**config.mk**
```make
export PLATFORM = sky130hd
export DESIGN_NAME = bmc_heartbeat_monitor
export DESIGN_NICKNAME = d
export VERILOG_FILES = /design/src/rtl/bmc_heartbeat_monitor.sv
export SDC_FILE = /design/constraint.sdc
export NUM_CORES = 1
export LEC_CHECK = 0
export CAP_MARGIN = 15
export CORE_ASPECT_RATIO = 0.6
export CORE_MARGIN = 8
export CORE_UTILIZATION = 54
export CTS_CLUSTER_DIAMETER = 30
export DETAILED_ROUTE_END_ITERATION = 16
export GPL_TIMING_DRIVEN = 0
export PLACE_DENSITY = 0.79
export RECOVER_POWER = 25
export SKIP_LAST_GASP = 1
export SLEW_MARGIN = 20
export SYNTH_ARGS = -nofsm -noshare
export SYNTH_HDL_FRONTEND = slang
export SYNTH_SLANG_ARGS = --single-unit
```
**constraint.sdc**
```tcl
create_clock -name clk -period 3.1 [get_ports clk]
set_input_delay 0.62 -clock clk [delete_from_list [all_inputs] [get_ports clk]]
set_output_delay 0.62 -clock clk [all_outputs]
set_load 0.01 [all_outputs]
```
**src/rtl/bmc_heartbeat_monitor.sv**
```systemverilog
// Qualifies the BMC heartbeat pin: synchronise, deglitch, measure rising-edge periods in ms
// and drive the alive/lost status consumed by the BIOS-failover state machine.
module bmc_heartbeat_monitor #(
  parameter int unsigned DEGLITCH_MS     = 5,
  parameter int unsigned PERIOD_MIN_MS   = 800,
  parameter int unsigned PERIOD_MAX_MS   = 1200,
  parameter int unsigned LOSS_TIMEOUT_MS = 3000,
  parameter int unsigned GOOD_CYCLES     = 3,
  parameter int unsigned CNT_W           = 12
) (
  input  logic             clk,
  input  logic             rst_l,
  input  logic             ms_tick,
  input  logic             monitor_en,
  input  logic             clr_stats,
  input  logic             hb_in,
  output logic             alive,
  output logic             lost,
  output logic             hb_edge_pulse,
  output logic [CNT_W-1:0] period_ms,
  output logic [7:0]       bad_cnt,
  output logic [1:0]       state
);

  localparam int unsigned RunW  = $clog2(DEGLITCH_MS + 1);
  localparam int unsigned GoodW = $clog2(GOOD_CYCLES + 1);

  localparam logic [RunW-1:0]  RunLast     = RunW'(DEGLITCH_MS - 1);
  localparam logic [GoodW-1:0] GoodLast    = GoodW'(GOOD_CYCLES - 1);
  localparam logic [CNT_W-1:0] PeriodMin   = CNT_W'(PERIOD_MIN_MS);
  localparam logic [CNT_W-1:0] PeriodMax   = CNT_W'(PERIOD_MAX_MS);
  localparam logic [CNT_W-1:0] TimeoutLast = CNT_W'(LOSS_TIMEOUT_MS - 1);

  typedef enum logic [1:0] {
    StIdle    = 2'd0,
    StAcquire = 2'd1,
    StAlive   = 2'd2,
    StLost    = 2'd3
  } state_e;

  logic             sync1_q, sync2_q;
  logic             filt_q, filt_d;
  logic [RunW-1:0]  run_q, run_d;
  logic             edge_q, edge_d;
  logic [CNT_W-1:0] cnt_q, cnt_d;
  logic [CNT_W-1:0] period_q, period_d;
  logic [7:0]       bad_q, bad_d;
  logic [GoodW-1:0] good_q, good_d;
  logic             first_q, first_d;
  state_e           state_q, state_d;

  logic             period_good;
  logic             bad_inc;

  // Deglitch: the filtered level follows only after DEGLITCH_MS consecutive mismatching ticks.
  always_comb begin
    filt_d = filt_q;
    run_d  = run_q;
    if (ms_tick) begin
      if (sync2_q == filt_q) begin
        run_d = '0;
      end else if (run_q == RunLast) begin
        filt_d = ~filt_q;
        run_d  = '0;
      end else begin
        run_d = run_q + 1'b1;
      end
    end
  end

  assign edge_d      = filt_d & ~filt_q;
  assign period_good = (cnt_q >= PeriodMin) && (cnt_q <= PeriodMax);

  always_comb begin
    state_d  = state_q;
    cnt_d    = cnt_q;
    period_d = period_q;
    good_d   = good_q;
    first_d  = first_q;
    bad_inc  = 1'b0;

    if (!monitor_en) begin
      state_d = StIdle;
      cnt_d   = '0;
      good_d  = '0;
      first_d = 1'b0;
    end else begin
      unique case (state_q)
        StIdle: begin
          state_d = StAcquire;
          cnt_d   = '0;
          good_d  = '0;
          first_d = 1'b0;
        end
        default: begin
          // An edge owns its cycle: the period is captured and the counter restarts.
          if (edge_q) begin
            period_d = cnt_q;
            cnt_d    = '0;
            if (state_q == StAlive) begin
              if (!period_good) begin
                state_d = StLost;
                good_d  = '0;
                bad_inc = 1'b1;
              end
            end else if (!first_q) begin
              first_d = 1'b1;
            end else if (period_good) begin
              if (good_q == GoodLast) begin
                state_d = StAlive;
                good_d  = '0;
              end else begin
                good_d = good_q + 1'b1;
              end
            end else begin
              good_d  = '0;
              bad_inc = 1'b1;
            end
          end else if (ms_tick) begin
            if (cnt_q != '1) begin
              cnt_d = cnt_q + 1'b1;
            end
            // Once LOST, further silence is not counted again.
            if ((cnt_q == TimeoutLast) && (state_q != StLost)) begin
              state_d = StLost;
              good_d  = '0;
              first_d = 1'b1;
              bad_inc = 1'b1;
            end
          end
        end
      endcase
    end
  end

  always_comb begin
    bad_d = bad_q;
    if (clr_stats) begin
      bad_d = '0;
    end else if (bad_inc && (bad_q != 8'hFF)) begin
      bad_d = bad_q + 8'd1;
    end
  end

  always_ff @(posedge clk or negedge rst_l) begin
    if (!rst_l) begin
      sync1_q  <= 1'b0;
      sync2_q  <= 1'b0;
      filt_q   <= 1'b0;
      run_q    <= '0;
      edge_q   <= 1'b0;
      cnt_q    <= '0;
      period_q <= '0;
      bad_q    <= '0;
      good_q   <= '0;
      first_q  <= 1'b0;
      state_q  <= StIdle;
    end else begin
      sync1_q  <= hb_in;
      sync2_q  <= sync1_q;
      filt_q   <= filt_d;
      run_q    <= run_d;
      edge_q   <= edge_d;
      cnt_q    <= cnt_d;
      period_q <= period_d;
      bad_q    <= bad_d;
      good_q   <= good_d;
      first_q  <= first_d;
      state_q  <= state_d;
    end
  end

  assign alive         = (state_q == StAlive);
  assign lost          = (state_q == StLost);
  assign state         = state_q;
  assign hb_edge_pulse = edge_q;
  assign period_ms     = period_q;
  assign bad_cnt       = bad_q;

endmodule

```
==> summary.txt, run 1 <==
Final layout
  • Post-route insts no fill: 297
  • Antenna diode count: 0
  • Fill cells: 339
  • Post-route cell area: 0.002651 mm²
  • Fraction of the core area covered by cells at the end of the flow: 66.14%
  • Area grow syn2layout: 20.33%
  • Sequential Area: around 0.0011 mm²
  • Proportion of layout cells with a drive suffix above 1: 11.74%
  • Area used by multi-input combinational logic: 0.001026 mm²
  • # nets final: 257

Worst setup path
  • Critical path required time: between 3000 and 4000 ps
  • Master of the slowest instance on the critical path: sky130_fd_sc_hd__a211oi_1
  • Critical Path End Type: flop
  • Cells along the critical path: clkdlybuf4s50_1, o21a_1, o21ai_0, a211oi_1, nor2_2, or4_1, a21oi_1
  • Startpoint type of the worst setup path: input port
  • Crit path max-delay family: compound AO/OA/AOI/OAI gates
  • Highest cell delay on the worst timing path: roughly 560 ps
  • Arrival time worst endpoint: 2980 ps
  • Worst setup path class: in -> reg
  • Number of buffer and inverter stages on the critical path: 1
  • CP max FO: 8

STA
  • Setup repair after global routing missed its margin: no
  • Sum of negative setup slack: 0 ps
  • Final Hold Violating Endpoints: 0
  • Final Critical Period: 2748 ps
  • Final clock skew: 4.529 ps
  • Fin crit share: 88.65%
  • Worst-margin pin slew: 1226 ps
  • Worst-case headroom to the max-slew limit: 18.26%
  • Pins over their slew limit: 0
  • Tightest hold margin: 354.9 ps
  • Setup violators final: 0
  • Upper clock frequency limit: ~0.36 GHz
  • Worst setup margin: ~350 ps

Synthesis
  • Async set-or-reset flop fraction in the synthesized netlist: 100.0%
  • Number of synthesized register bits: 44
  • Synth cell types: 46
  • Post-synthesis cell count: 210
  • Synthesis warning total: 0
  • Sequential cell area fraction in the yosys report: 49.97%
  • Number of enable flip-flop cells after synthesis: 0
  • Commonest register cell after synthesis: sky130_fd_sc_hd__dfrtp_1
  • Synth Net Count: roughly 220
  • Mean instance size in the synthesized netlist: approximately 10 µm²
  • Syn Std Cell Area: between 0.002 and 0.0025 mm²

Placed design
  • Number of cells in the design after placement: 289
  • Weighted congestion at the end of routability-driven global placement: 0.8407
  • IO buf count: 28
  • Final HPWL DP: 3453 µm
  • Worst-case setup slack after placement: 67.01 ps
  • Area post-placement: between 0.002 and 0.003 mm²

CTS
  • CTS Buffer Depth: 2
  • Worst-skew pair later-pin latency: 300 ps
  • Number of clock sinks: 44
  • # H-tree levels: 2
  • Number of CTS-inserted buffers: 5
  • Hold-fix buffers at CTS: 0
  • Clock tree from TritonCTS: built
  • Post-CTS setup repair buffer count: 0
  • Count of instances resized after the clock tree is built: 0
  • Clock transition time at the flip-flop clock pins of the worst setup and hold paths: 70 ps
  • Root Buffer: sky130_fd_sc_hd__clkbuf_8

Floorplanning
  • Horiz. Die Dim: 98.47 µm
  • Number of primary I/O pins: 31
  • DIE AREA: 0.006447 mm²
  • Initial Utilization: 54.96%
  • Placement row count: 18
  • Height of the chip: ~65 µm
  • Core area: 0.004009 mm²

Detailed routing
  • DR vias/cell: roughly 5.7
  • Routed wire per std cell: roughly 15 µm
  • Number of DRC markers after the initial detailed-route iteration: 91
  • Total wire length after detailed routing: 4591 µm
  • Drt pass-1 iters: 6
  • DRC violation count after routing: 0
  • Final antenna-violating net count: 0
  • Vias: 1688

GRT
  • Antenna violations before repair: 0
  • Pin count of the biggest net entering global routing: 25
  • Global-route wire length before repair: approximately 8000 µm
  • Overflow after GRT: 0
  • Overall routing resource usage: 15.46%
  • Vias in the first global route: 1567

Power
  • Areal power density over the cells: between 400 and 500 mW/mm²
  • Worst ir drop on vdd: 0.2444 mV
  • Reported leakage power: 1.115 nW
  • Overall power consumption: 1.300 mW

Run status
  • Status: complete, no violations

Hold path
  • Worst min-delay path category: reg -> reg

Flow run
  • Max-cap violations: 0
-- path summary, 6_finish.rpt --
kind / startpoint / to / slack (ps) / depth (start not counted)
worst max-delay path: monitor_en / bad_cnt[7]$_DFFE_PN0P_ / 350 / 7
worst min-delay path: sync1_q$_DFF_PN0_ / sync2_q$_DFF_PN0_ / 350 / 0
worst max register to register: cnt_q[0]$_DFFE_PN0P_ / bad_cnt[7]$_DFFE_PN0P_ / 430 / 8
worst min register to register: sync1_q$_DFF_PN0_ / sync2_q$_DFF_PN0_ / 350 / 0
max in group asynchronous: rst_l / bad_cnt[2]$_DFFE_PN0P_ / 950 / 2
min in group asynchronous: rst_l / run_q[0]$_DFFE_PN0P_ / 490 / 1
-- metal layers --
| layer | global-route usage (%) | wire (µm) |
|---|---|---|
| met1 | 22.06 | 2431 |
| met2 | 20.40 | 1742 |
| met3 | 4.953 | 324 |
| met4 | 7.590 | 93 |
| met5 | 0 | 0 |
-- cell type report --
class | instances | area share, %
clock buffers | 6 | 2.737
clock inverters | 2 | 1.321
inverters | 7 | 0.9910
flip-flops and latches | 44 | 41.53
multi-input cells | 150 | 38.70
repair buffers | 29 | 10.48
plain buffers | 9 | 1.888
well taps | 50 | 2.360
-- report_power, final --
group | switching (mW) | total (mW) | internal [mW] | leakage [nW]
Clock | 0.193 | 0.432 | 0.239 | 0.0552
Combinational | 0.127 | 0.223 | 0.0966 | 0.457
Sequential | 0.0341 | 0.645 | 0.611 | 0.603
-- worst reg2reg max path: cells and delay by family, from the launching register on --
kind	cells	cell delay, ps
adder cells (fa/ha/maj)	1	200
buffers and inverters	1	110
AND/OR/NAND/NOR	3	840
flip-flops	1	460
AO/OA/AOI/OAI	3	1000
-- kinds of logic (layout without fill, tap and decap cells) --
| logic type | Yosys count | count (layout) | synth area share (%) |
|---|---|---|---|
| compound gates | 36 | 36 | 10.73 |
| fa+ha+maj | 5 | 5 | 2.839 |
| buf+inv | 16 | 53 | 3.463 |
| xor+xnor | 16 | 16 | 6.360 |
| mux | 13 | 13 | 6.530 |
| flops | 44 | 44 | 49.97 |
| simple gates | 80 | 80 | 20.10 |
-- Yosys cell counts (5+ instances only) --
master,n,area (µm²)
sky130_fd_sc_hd__a21oi_1,6,30.03
sky130_fd_sc_hd__dfrtp_1,44,1101
sky130_fd_sc_hd__ha_1,5,62.56
sky130_fd_sc_hd__inv_1,7,26.28
sky130_fd_sc_hd__mux2_2,11,123.9
sky130_fd_sc_hd__nand2_1,18,67.56
sky130_fd_sc_hd__nand3_1,9,45.04
sky130_fd_sc_hd__nand4_1,6,37.54
sky130_fd_sc_hd__nor2_1,21,78.83
sky130_fd_sc_hd__o21ai_0,11,55.05
sky130_fd_sc_hd__xor2_1,12,105.1
-- sequential cells by signal, summed over array words and instances (netlist names) --
name	count
period_ms	12
good_q	2
sync2_q	1
cnt_q	12
hb_edge_pulse	1
first_q	1
sync1_q	1
state	2
bad_cnt	8
filt_q	1
run_q	3
-- cells in the final DEF, fill, tap and decap left out, types with 3 or more instances in the layout --
cell / netlist / final
sky130_fd_sc_hd__o21ai_0: 11 / 11
sky130_fd_sc_hd__clkdlybuf4s50_1: 0 / 26
sky130_fd_sc_hd__clkbuf_8: 0 / 5
sky130_fd_sc_hd__ha_1: 5 / 5
sky130_fd_sc_hd__nor4b_1: 4 / 4
sky130_fd_sc_hd__o31ai_1: 4 / 4
sky130_fd_sc_hd__and4_1: 3 / 3
sky130_fd_sc_hd__nand2b_1: 3 / 3
sky130_fd_sc_hd__inv_1: 7 / 7
sky130_fd_sc_hd__a21oi_1: 6 / 6
sky130_fd_sc_hd__xnor2_1: 4 / 4
sky130_fd_sc_hd__clkbuf_1: 4 / 7
sky130_fd_sc_hd__xor2_1: 12 / 12
sky130_fd_sc_hd__nand4_1: 6 / 6
sky130_fd_sc_hd__nand3_1: 9 / 9
sky130_fd_sc_hd__mux2_2: 11 / 11
sky130_fd_sc_hd__nor2_1: 21 / 21
sky130_fd_sc_hd__nand2_1: 18 / 18
sky130_fd_sc_hd__dfrtp_1: 44 / 44
Power figures use the tool's default switching activity.
==> run 2, diff against run 1 <==
Settings changed: ABC_CLOCK_PERIOD_IN_PS from default to 3100.
==> results of run 2 <==
No change in the layout: final DEF, timing and power equal those of run 1.
==> run 3, diff against run 2 <==
Settings changed: ABC_CLOCK_PERIOD_IN_PS 3100 to 3000.
Clock period 3.1 ns to 3 ns, I/O delays scaled along.
==> results of run 3 <==
The final DEF is identical to that of run 1. Status: complete, no violations.
Among the figures that moved: setup slack after placement 67.01 ps -> -12.99 ps; setup slack after layout 351.9 ps -> 271.9 ps; register-to-register setup slack 430 ps -> 330 ps; total power 1.300 mW -> 1.344 mW; worst IR drop on VDD 0.2444 mV -> 0.2526 mV
